<file path="config.mk">
export PLATFORM = sky130hd
export DESIGN_NAME = fiqsha_ahb_slave_adapter
export DESIGN_NICKNAME = d
export VERILOG_FILES = /design/src/rtl/fiqsha_ahb_slave_adapter.sv
export SDC_FILE = /design/constraint.sdc
export NUM_CORES = 1
export LEC_CHECK = 0
export BUFFER_PORTS_ARGS = -buffer_cell sky130_fd_sc_hd__buf_2
export CAP_MARGIN = 20
export CORE_AREA = 2 2 72 74
export CTS_CLUSTER_SIZE = 28
export DETAILED_ROUTE_END_ITERATION = 10
export DIE_AREA = 0 0 74 76
export PLACE_DENSITY = 0.85
export SYNTH_ARGS = -nofsm -noshare
export SYNTH_HDL_FRONTEND = slang
export SYNTH_SLANG_ARGS = --single-unit
</file>
<file path="constraint.sdc">
create_clock -name clk_i -period 3.6 [get_ports clk_i]
set_input_delay 0.36 -clock clk_i [delete_from_list [all_inputs] [get_ports clk_i]]
set_output_delay 0.36 -clock clk_i [all_outputs]
set_load 0.005 [all_outputs]
</file>
<file path="src/rtl/fiqsha_ahb_slave_adapter.sv">
// fiqsha_ahb_slave_adapter: AHB-Lite slave front-end to the native FIQSHA write-strobe / combinational-read handshake
`ifndef FIQSHA_BUS
`define FIQSHA_BUS 32
`endif
module fiqsha_ahb_slave_adapter #(
    parameter int FIQSHA_BUS_DATA_WIDTH = `FIQSHA_BUS,
    parameter int TIMEOUT_CYCLES        = 16
) (
    input  logic                             clk_i,
    input  logic                             resetn_i,
    input  logic                             hsel_i,
    input  logic [11:0]                      haddr_i,
    input  logic [1:0]                       htrans_i,
    input  logic                             hwrite_i,
    input  logic [2:0]                       hsize_i,
    input  logic [2:0]                       hburst_i,
    input  logic                             hready_i,
    input  logic [FIQSHA_BUS_DATA_WIDTH-1:0] hwdata_i,
    output logic [FIQSHA_BUS_DATA_WIDTH-1:0] hrdata_o,
    output logic                             hreadyout_o,
    output logic                             hresp_o,
    output logic                             wr_o,
    input  logic                             wr_ack_i,
    output logic [11:0]                      waddr_o,
    output logic [FIQSHA_BUS_DATA_WIDTH-1:0] wdata_o,
    output logic                             rd_o,
    output logic                             rd_ack_o,
    output logic [11:0]                      raddr_o,
    input  logic [FIQSHA_BUS_DATA_WIDTH-1:0] rdata_i,
    input  logic                             read_valid_i,
    input  logic                             slv_error_i,
    output logic [1:0]                       burst_type_o
);
    localparam int SZ = (FIQSHA_BUS_DATA_WIDTH == 64) ? 3 : 2;
    typedef enum logic [2:0] {IDLE, WR_REQ, WR_WAIT, RD, ERR1, ERR2} state_t;
    state_t state_q, state_d, fin;
    logic [11:0] addr_q, addr_d;
    logic [1:0] burst_q, burst_d;
    logic [7:0] cnt_q, cnt_d;
    logic accept, legal, tmo, counting, unused;
    assign unused = htrans_i[0];
    // Only sample a new address phase on cycles where this slave itself is completing
    assign accept = hsel_i & htrans_i[1] & hready_i & hreadyout_o;
    assign legal = (hsize_i == 3'(SZ)) && (haddr_i[SZ-1:0] == '0);
    assign tmo = cnt_q >= 8'(TIMEOUT_CYCLES - 1);
    assign counting = (state_q == WR_WAIT && !wr_ack_i) || (state_q == RD && !read_valid_i);
    assign fin = !accept ? IDLE : !legal ? ERR1 : hwrite_i ? WR_REQ : RD;
    assign hreadyout_o = (state_q == WR_REQ || state_q == ERR1) ? 1'b0 :
                         (state_q == WR_WAIT) ? (wr_ack_i & ~slv_error_i) :
                         (state_q == RD) ? read_valid_i : 1'b1;
    assign hresp_o = (state_q == ERR1) || (state_q == ERR2);
    assign wr_o = state_q == WR_REQ;
    assign rd_o = state_q == RD;
    assign rd_ack_o = rd_o & read_valid_i;
    assign hrdata_o = rd_o ? rdata_i : '0;
    assign wdata_o = hwdata_i;
    assign waddr_o = addr_q;
    assign raddr_o = addr_q;
    assign burst_type_o = burst_q;
    always_comb begin
        state_d = state_q;
        case (state_q)
            IDLE, ERR2: state_d = fin;
            WR_REQ:     state_d = WR_WAIT;
            WR_WAIT:    state_d = wr_ack_i ? (slv_error_i ? ERR1 : fin) : (tmo ? ERR1 : WR_WAIT);
            RD:         state_d = read_valid_i ? fin : (tmo ? ERR1 : RD);
            ERR1:       state_d = ERR2;
            default:    state_d = IDLE;
        endcase
        addr_d = accept ? haddr_i : addr_q;
        burst_d = !accept ? burst_q :
                  (hburst_i == 3'd0) ? 2'b00 :
                  (hburst_i == 3'd1) ? 2'b01 :
                  hburst_i[0] ? 2'b10 : 2'b11;
        cnt_d = !counting ? 8'd0 : (cnt_q == 8'hFF) ? cnt_q : cnt_q + 8'd1;
    end
    always_ff @(posedge clk_i or negedge resetn_i) begin
        if (!resetn_i) begin
            state_q <= IDLE;
            addr_q  <= '0;
            burst_q <= '0;
            cnt_q   <= '0;
        end else begin
            state_q <= state_d;
            addr_q  <= addr_d;
            burst_q <= burst_d;
            cnt_q   <= cnt_d;
        end
    end
endmodule

</file>
==> out/qor.csv, run 1 <==
stage,metric,value,unit
worst_setup_path,FF-to-FF path depth,4,
grt,met2 usage,0.246,
route,via/cell ratio,4.78,
grt,number of global-route vias before repair,1513,
route,First-pass DRT Iterations,4,
power,NetSw,0.000443,W
route,Post-DRT Antenna Nets,0,
clock_network,postcts setup bufs,0,
worst_setup_path,"critical path fanouts, max",34,
logic_synthesis,Synth Area per Inst,9.05,um2
grt,gr usage total,0.155,
layout,final core utilization,0.449,
logic_synthesis,Post-synth EDFFs,0,
clock_network,total clock sinks,25,
min_path,Hold Path Class,input pin to asynchronous set/reset pin,
power,Comb pwr share,0.477,
timing,Slew Limit Headroom,0.314,
timing,fin crit period,2180,ps
clock_network,post_cts resized,0,
power,PD cells,531,nW/um2
clock_network,cts hold-fix bufs,0,
logic_synthesis,asr flop ratio synth,1.00,
route,Remaining DRCs,0,
layout,layout cells sized above 1,0.485,
route,Starting DRT DRC Count,169,
power,Design Power,0.00117,W
route,routed wire length,4580,um
placed_design,detailed placer's ending HPWL,3720,um
worst_setup_path,R2R Setup Slk,1460,ps
timing,post-route setup slack,1420,ps
power,Sw Ratio,0.378,
layout,Fillers,459,
power,leakage power,1.31,nW
placed_design,gpl congestion,0.842,
timing,Slew Limit Fails,0,
power,power share of the sequential group,0.383,
floorplan,area of the core,4910,um2
worst_setup_path,"critical path, cell by cell",inv_1 > nor2_1 > buf_4 > and3_1 > buf_2,
worst_setup_path,slowest CP cell,dfrtp_1,
worst_setup_path,"Req. time, crit path",3240,ps
layout,FF/Latch Area,626,um2
floorplan,num rows,26,
grt,met1 Use GR,0.183,
worst_setup_path,CP endpoint kind,output port,
layout,"commonest cells after routing, fill and taps aside","buf_2 (121), and3_1 (35), dfrtp_1 (25), nor2_1 (14), mux2_1 (12)",
clock_network,Max Root-Sink Buffers,2,
clock_network,"Reg clk slew, reported paths",80,ps
floorplan,Die Ht,76,um
floorplan,width of the chip,74,um
worst_setup_path,slowest cell delay on critical path,530,ps
worst_setup_path,crit-path leading delay family,buffers and inverters,
worst_setup_path,Critical Setup Path Class,register to output port,
logic_synthesis,syn_nets,296,
timing,Max Clk Rate,0.458,GHz
worst_setup_path,startpoint types,register,
grt,grt ovf,0,
logic_synthesis,Gate Count Post-Synth,203,
placed_design,Port Buf Inserts,121,
logic_synthesis,Yosys warnings,0,
floorplan,IO Pins,187,
placed_design,pre-CTS WS,1430,ps
placed_design,Cells after DPL,340,
layout,"commonest non-fill, non-tap cell in the layout",buf_2,
logic_synthesis,"flops & latches, synth",25,
clock_network,worst skew pair latency,270,ps
timing,RSZ-0062 raised after global routing,no,
layout,multi-input logic area,820,um2
logic_synthesis,distinct cell type count of the synthesized netlist,38,
status,status,"finished, final reports clean",
timing,clock skew,3.93,ps
layout,ANT cells,0,
power,VDD IR max,0.225,mV
worst_setup_path,WP buf/inv,3,
grt,global-route wire length before repair,7030,um
grt,GR Util met3,0.0688,
timing,final worst path period share,0.606,
clock_network,cts bufs inserted,3,
logic_synthesis,Synth Flop Type,dfrtp_1,
worst_setup_path,FF-to-FF End,raddr_o[5],
route,via count,1646,
clock_network,H-tree depth,1,
power,Clk network pwr share,0.140,
grt,largest net degree at the start of global routing,45,
timing,Slew @ Worst Pin,1030,ps
worst_setup_path,critical path arrival,1820,ps
floorplan,Initial Util,0.374,
grt,initial antenna violation count,1,
logic_synthesis,Synth Cell Area,1840,um2
logic_synthesis,sequential share of the synthesized area,0.341,
clock_network,Root Buffer Master,clkbuf_8,
layout,Area Overhead vs Synth,20.2,%
run,Max Cap Viol,0,
timing,final hold vios,0,
worst_setup_path,R2R Path Start,state_q[0],
power,Int Pwr,0.000730,W
route,per-cell routed wire length,13.3,um
clock_network,TritonCTS clock tree,done,
floorplan,Die ar.,5620,um2
timing,Fin Setup TNS,0,ps
layout,Layout Nets,368,
grt,busiest layer in global routing,met2,
timing,# setup viols final,0,
layout,fin cells,344,
## cell usage after synthesis, drive strengths merged, types with 2 or more instances
library cell / instances / area share
mux2: 12 / 0.074
a21oi: 2 / 0.0075
o21ai: 5 / 0.014
nand2: 8 / 0.016
nand2b: 3 / 0.010
clkbuf: 7 / 0.014
dfrtp: 25 / 0.34
inv: 2 / 0.0041
and2: 2 / 0.0075
o22a: 2 / 0.0095
buf: 49 / 0.20
xor2: 3 / 0.014
a31oi: 4 / 0.014
nand3: 6 / 0.016
xnor2: 3 / 0.014
and3: 35 / 0.12
nor3: 2 / 0.0054
mux2i: 2 / 0.011
nor2: 15 / 0.035
nor2b: 3 / 0.010
## per-stage QoR
step | hold slack, ps | instance area [um2]
6_report | 64.8 | 2210
5_1_grt | 116 | 2210
4_1_cts | 77.7 | 2210
3_5_place_dp | 380 | 2160
3_3_place_gp | 367 | 2160
2_1_floorplan | 64.4 | 1840
## power groups by stage
stage | combinational [W] | clock, W | sequential (W)
final | 0.000559 | 0.000164 | 0.000450
after global routing | 0.000630 | 0.000179 | 0.000468
after CTS | 0.000564 | 0.000172 | 0.000451
after detailed placement | 0.000562 | 0 | 0.000457
after global placement | 0.000546 | 0 | 0.000451
after floorplan | 0.000432 | 0 | 0.000449
## logic make-up (layout without fill, tap and decap cells)
group | count (synthesis) | count (layout) | synth area share
AO/OA/AOI/OAI | 21 | 21 | 0.0858
XOR/XNOR | 6 | 6 | 0.0286
adder cells (fa/ha/maj) | 1 | 1 | 0.00681
buffers and inverters | 58 | 129 | 0.217
flip-flops | 25 | 25 | 0.341
multiplexers | 14 | 14 | 0.0845
AND/OR/NAND/NOR | 78 | 78 | 0.237
## sequential cells by signal, indices dropped and copies added, names as in the netlist
name          flops
cnt_q             8
state_q           3
raddr_o          12
burst_type_o      2
## layout make-up
class / instances / share of cell area
Multi-Input combinational cell: 120 / 0.371
Sequential cell: 25 / 0.283
Timing Repair Buffer: 123 / 0.281
Tap cell: 70 / 0.0397
Clock buffer: 3 / 0.0187
Inverter: 2 / 0.00340
Clock inverter: 1 / 0.00227
## metal layers
layer  part of all wire  routed length [um]  up-vias
met5             0.0024                  11        -
met4              0.020                  93        2
met1               0.39                1790      750
met2               0.47                2150       79
met3               0.12                 531       15
li1                   -                   -      800
## how the worst max path moves through the flow
stage | cells past startpoint | to | slack (ps) | from
5_1_grt | 5 | state_q[0] | 1250 | state_q[0]
4_1_cts | 4 | raddr_o[5] | 1420 | state_q[1]
3_3_place_gp | 4 | raddr_o[6] | 1510 | state_q[1]
2_1_floorplan | 4 | state_q[2] | 2040 | cnt_q[6]
3_5_place_dp | 4 | raddr_o[5] | 1430 | state_q[1]
6_report | 5 | rd_ack_o | 1420 | state_q[0]
No activity file was read; power rests on OpenSTA's default activity.
==> run 2: changes to the inputs <==
--- a/config.mk
+++ b/config.mk
@@ -7,11 +7,10 @@
 export LEC_CHECK = 0
 export BUFFER_PORTS_ARGS = -buffer_cell sky130_fd_sc_hd__buf_2
 export CAP_MARGIN = 20
-export CORE_AREA = 2 2 72 74
+export CORE_UTILIZATION = 32
 export CTS_CLUSTER_SIZE = 28
 export DETAILED_ROUTE_END_ITERATION = 10
-export DIE_AREA = 0 0 74 76
-export PLACE_DENSITY = 0.85
+export PLACE_DENSITY = 0.77
 export SYNTH_ARGS = -nofsm -noshare
 export SYNTH_HDL_FRONTEND = slang
 export SYNTH_SLANG_ARGS = --single-unit
==> constraint.sdc (replaced) <==
create_clock -name clk_i -period 1.9 [get_ports clk_i]
set_input_delay 0.19 -clock clk_i [delete_from_list [all_inputs] [get_ports clk_i]]
set_output_delay 0.19 -clock clk_i [all_outputs]
set_load 0.005 [all_outputs]
==> run 2 against run 1 <==
Die area grew 7.5%. Clock skew rose by 2.5 ps. Via count down 0.12%. Wire length shrank 3.1%. Sequential cell count stayed put. Critical path type unchanged. Combinational power increased by 100%. Non-clock buffer count is 6 higher. Final cell count increased by 2.3%. Critical path depth fell by 1. Sequential share of layout area decreased by 0.81 points. Clock power increased by 88%. First-iteration DRC count decreased by 41%. Highest routed layer is now met4.
==> out/qor.csv, run 2 (synthesis gave the netlist of run 1 again) <==
stage,metric,value,unit
layout,final instance area,2270,um2
power,power share of the sequential group,0.370,
timing,Slew Limit Fails,0,
worst_setup_path,Critical Setup Path Class,register to output port,
floorplan,Die Ht,77.8,um
route,Remaining DRCs,0,
timing,Hold Slack,102,ps
clock_network,Root Buffer Master,clkbuf_8,
power,Int Pwr,0.00144,W
worst_setup_path,R2R Setup Slk,210,ps
route,Starting DRT DRC Count,99,
power,VDD IR max,0.435,mV
grt,gr usage total,0.141,
route,Post-DRT Antenna Nets,0,
floorplan,area of the core,5510,um2
power,Sw Ratio,0.372,
power,NetSw,0.000852,W
floorplan,Die ar.,6050,um2
status,status,"finished, final reports clean",
worst_setup_path,"Req. time, crit path",1710,ps
placed_design,detailed placer's ending HPWL,3520,um
layout,"commonest cells after routing, fill and taps aside","buf_2 (121), and3_1 (35), dfrtp_1 (25), nor2_1 (13), mux2_1 (12)",
run,Max Cap Viol,0,
power,Design Power,0.00229,W
layout,layout cells sized above 1,0.496,
timing,Slew @ Worst Pin,539,ps
route,First-pass DRT Iterations,4,
worst_setup_path,critical path arrival,1520,ps
power,PD cells,1010,nW/um2
layout,Area Overhead vs Synth,23.7,%
layout,ANT cells,0,
timing,Fin Setup TNS,0,ps
power,Clk network pwr share,0.134,
grt,initial antenna violation count,0,
grt,largest net degree at the start of global routing,37,
placed_design,DP Area,2210,um2
clock_network,postcts setup bufs,0,
clock_network,cts bufs inserted,3,
worst_setup_path,"critical path fanouts, max",32,
route,via count,1644,
timing,clock skew,6.38,ps
grt,grt ovf,0,
timing,fin crit period,1710,ps
grt,global-route wire length before repair,7030,um
clock_network,Max Root-Sink Buffers,2,
power,leakage power,1.34,nW
timing,RSZ-0062 raised after global routing,no,
timing,Slew Limit Headroom,0.641,
floorplan,IO Pins,187,
layout,Fillers,542,
timing,# setup viols final,0,
clock_network,H-tree depth,1,
placed_design,gpl congestion,0.825,
floorplan,width of the chip,77.8,um
placed_design,Port Buf Inserts,121,
timing,final hold vios,0,
floorplan,num rows,27,
min_path,Hold Path Class,input pin to register,
worst_setup_path,CP endpoint kind,output port,
route,routed wire length,4440,um
worst_setup_path,startpoint types,register,
clock_network,worst skew pair latency,260,ps
route,via/cell ratio,4.67,
timing,Max Clk Rate,0.585,GHz
route,per-cell routed wire length,12.6,um
layout,"commonest non-fill, non-tap cell in the layout",buf_2,
clock_network,"Reg clk slew, reported paths",90,ps
layout,Layout Nets,374,
timing,final worst path period share,0.900,
grt,number of global-route vias before repair,1497,
layout,final core utilization,0.413,
clock_network,total clock sinks,25,
power,Comb pwr share,0.496,
floorplan,Initial Util,0.334,
layout,number of flip-flops under the largest register name,12,
clock_network,TritonCTS clock tree,done,
run 2: cell types whose count changed in the layout (fill, tap and decap cells not counted), sizes merged:
cell | before | now
dlygate4sd3 | 0 | 1
buf | 123 | 128
run 2: power groups by stage:
stage                     sequential [W]  combinational, W  clock, W
after floorplan                 0.000852          0.000818         0
after global placement          0.000844           0.00111         0
after detailed placement        0.000858           0.00113         0
after CTS                       0.000848           0.00114  0.000321
after global routing            0.000879           0.00126  0.000339
final                           0.000847           0.00114  0.000308
run 2: stage by stage:
stage | worst slack (ps) | instances
2_1_floorplan | 338 | 203
3_3_place_gp | 247 | 347
3_5_place_dp | 233 | 347
4_1_cts | 108 | 352
5_1_grt | 34.7 | 352
6_report | 190 | 352
run 2: worst max-delay path, stage by stage, from the launching register on:
cell	delay [ps]
dfrtp_1	530
nor2_2	240
buf_12	190
and3_1	180
buf_2	110
run 2: area by class of cell:
class | count | area, um2 | area share
clock inverter | 1 | 5.00 | 0.00220
timing repair buffer | 129 | 681 | 0.300
inverter | 2 | 7.51 | 0.00330
clock buffer | 3 | 41.3 | 0.0182
tap | 72 | 90.1 | 0.0396
multi-input combinational | 120 | 822 | 0.362
sequential | 25 | 626 | 0.275
run 2: final timing paths:
check,cells past startpoint,startpoint,to
worst max register to register,4,state_q[2],raddr_o[2]
min in group asynchronous,2,resetn_i,cnt_q[5]
max in group asynchronous,2,resetn_i,raddr_o[6]
worst min register to register,2,burst_type_o[1],burst_type_o[1]
worst max-delay path,4,state_q[2],hrdata_o[17]
worst min-delay path,2,hwrite_i,state_q[1]
run 2: repair_timing:
action	in CTS	in global routing
gates resized for setup	0	1
setup endpoints to repair	0	2
hold buffers	1	0
endpoints found under the hold margin	25	0
run 2: metal layers:
metal / GRT usage / wire length (um)
met5: 0 / 0
met3: 0.0471 / 393
met4: 0.0396 / 18
met1: 0.175 / 1850
met2: 0.231 / 2170
==> run 3: changes to the inputs <==
--- a/config.mk
+++ b/config.mk
@@ -14,3 +14,4 @@
 export SYNTH_ARGS = -nofsm -noshare
 export SYNTH_HDL_FRONTEND = slang
 export SYNTH_SLANG_ARGS = --single-unit
+export TNS_END_PERCENT = 100
==> constraint.sdc (replaced) <==
create_clock -name clk_i -period 1.5 [get_ports clk_i]
set_input_delay 0.15 -clock clk_i [delete_from_list [all_inputs] [get_ports clk_i]]
set_output_delay 0.15 -clock clk_i [all_outputs]
set_load 0.005 [all_outputs]
==> run 3 against run 2 <==
Clock-buffer cell count stayed put. Final area is 16% higher. Sequential cell count stayed put. Sequential share of layout area is 3.8 points lower. The flow now finishes with violations (negative setup slack). Register-to-register slack worse by 340 ps. Total power is 51% higher. Critical path type is now register to register. Highest routed layer unchanged.
==> out/qor.csv, run 3 (synthesis gave the netlist of run 1 again) <==
stage,metric,value,unit
timing,Max Clk Rate,0.614,GHz
timing,Slew @ Worst Pin,557,ps
layout,Fillers,514,
min_path,Hold Path Class,input pin to register,
route,via count,1799,
timing,Slew Limit Fails,0,
status,failing checks,negative setup slack,
power,VDD IR max,0.719,mV
placed_design,Port Buf Inserts,121,
timing,# setup viols final,51,
floorplan,width of the chip,77.8,um
clock_network,total clock sinks,25,
clock_network,TritonCTS clock tree,done,
route,Post-DRT Antenna Nets,0,
timing,clock skew,7.28,ps
clock_network,"Reg clk slew, reported paths",100,ps
floorplan,Die ar.,6050,um2
layout,ANT cells,0,
layout,multi-input logic area,968,um2
layout,Area Overhead vs Synth,43.9,%
power,PD cells,1310,nW/um2
layout,final core utilization,0.480,
timing,Fin Setup TNS,-2500,ps
floorplan,Initial Util,0.334,
timing,post-route setup slack,-130,ps
route,Remaining DRCs,0,
placed_design,detailed placer's ending HPWL,3860,um
layout,"commonest cells after routing, fill and taps aside","buf_2 (120), and3_1 (33), buf_4 (24), dfrtp_1 (23), nor2_1 (13)",
route,First-pass DRT Iterations,4,
placed_design,gpl congestion,0.797,
floorplan,num rows,27,
layout,"commonest non-fill, non-tap cell in the layout",buf_2,
placed_design,pre-CTS WS,-65.9,ps
grt,largest net degree at the start of global routing,33,
layout,number of flip-flops under the largest register name,12,
clock_network,Max Root-Sink Buffers,2,
route,per-cell routed wire length,14.4,um
worst_setup_path,critical path arrival,1800,ps
power,leakage power,1.51,nW
floorplan,Die Ht,77.8,um
clock_network,worst skew pair latency,280,ps
worst_setup_path,"critical path fanouts, max",8,
grt,initial antenna violation count,0,
worst_setup_path,CP endpoint kind,register,
grt,grt ovf,0,
clock_network,cts bufs inserted,3,
worst_setup_path,"Req. time, crit path",1670,ps
layout,FF/Latch Area,628,um2
grt,global-route wire length before repair,7670,um
grt,number of global-route vias before repair,1652,
route,routed wire length,5390,um
run,Max Cap Viol,0,
timing,Slew Limit Headroom,0.628,
status,status,finished with violations,
layout,Layout Nets,397,
floorplan,IO Pins,187,
timing,final worst path period share,1.09,
timing,fin crit period,1630,ps
clock_network,Root Buffer Master,clkbuf_8,
clock_network,H-tree depth,1,
worst_setup_path,FF-to-FF path depth,5,
worst_setup_path,startpoint types,register,
timing,final hold vios,0,
worst_setup_path,Critical Setup Path Class,register to register,
route,Starting DRT DRC Count,93,
floorplan,area of the core,5510,um2
timing,RSZ-0062 raised after global routing,yes,
layout,layout cells sized above 1,0.607,
route,via/cell ratio,4.80,
min_path,hold path cells,2,
grt,gr usage total,0.158,
## run 3: changes by cell type in the layout (fill, tap and decap cells not counted), sizes merged
cell    change
inv         +1
buf        +22
clkinv      -1
clkbuf      +1
## run 3: critical path, cell delays in order (launching register included)
cell       delay (ps)
dfrtp_1           430
buf_4             170
xnor2_4           150
o221ai_4          230
clkbuf_16         220
mux2_1            310
## run 3: power breakdown
part	switching (W)	leakage [nW]	internal [W]
Sequential	0.000182	0.316	0.000906
Clock	0.000243	0.0261	0.000195
Combinational	0.000900	1.17	0.00104
## run 3: worst paths after layout
| path | slack, ps | end | from |
|---|---|---|---|
| worst max-delay path | -130 | raddr_o[9] | state_q[0] |
| worst min-delay path | 50 | state_q[1] | hwrite_i |
| worst max register to register | -130 | raddr_o[9] | state_q[0] |
| worst min register to register | 490 | burst_type_o[1] | burst_type_o[1] |
| max in group asynchronous | 700 | state_q[2] | resetn_i |
| min in group asynchronous | 400 | burst_type_o[1] | resetn_i |
## run 3: metal layers
layer	vias to the layer above	global-route usage	share of wire
met4	0	0.0434	0.0093
met3	9	0.0647	0.085
met5	-	0	0
li1	866	-	-
met1	849	0.176	0.39
met2	75	0.273	0.52
## run 3: final cells by class
type,instances,area share
clock buffer,3,0.0156
clock inverter,1,0.00331
inverter,2,0.00284
multi-input combinational,120,0.366
sequential,25,0.238
tap,72,0.0341
timing repair buffer,152,0.340
## run 3: per-stage QoR
step,cells,power (W),hold slack (ps),cell area (um2)
6_report,375,0.00347,48.0,2640
3_5_place_dp,362,0.00262,176,2330
2_1_floorplan,203,0.00215,-146,1850
3_3_place_gp,362,0.00256,168,2330
4_1_cts,370,0.00319,46.8,2450
5_1_grt,375,0.00369,68.3,2640
## run 3: what timing repair did
item                                    in CTS  in global routing
setup buffers                                2                  4
pin swaps                                    3                  5
hold buffers                                 1                  0
gates resized for setup                     11                 30
endpoints found under the setup margin      53                 61
endpoints found under the hold margin       25                  0
gates cloned                                 1                  1
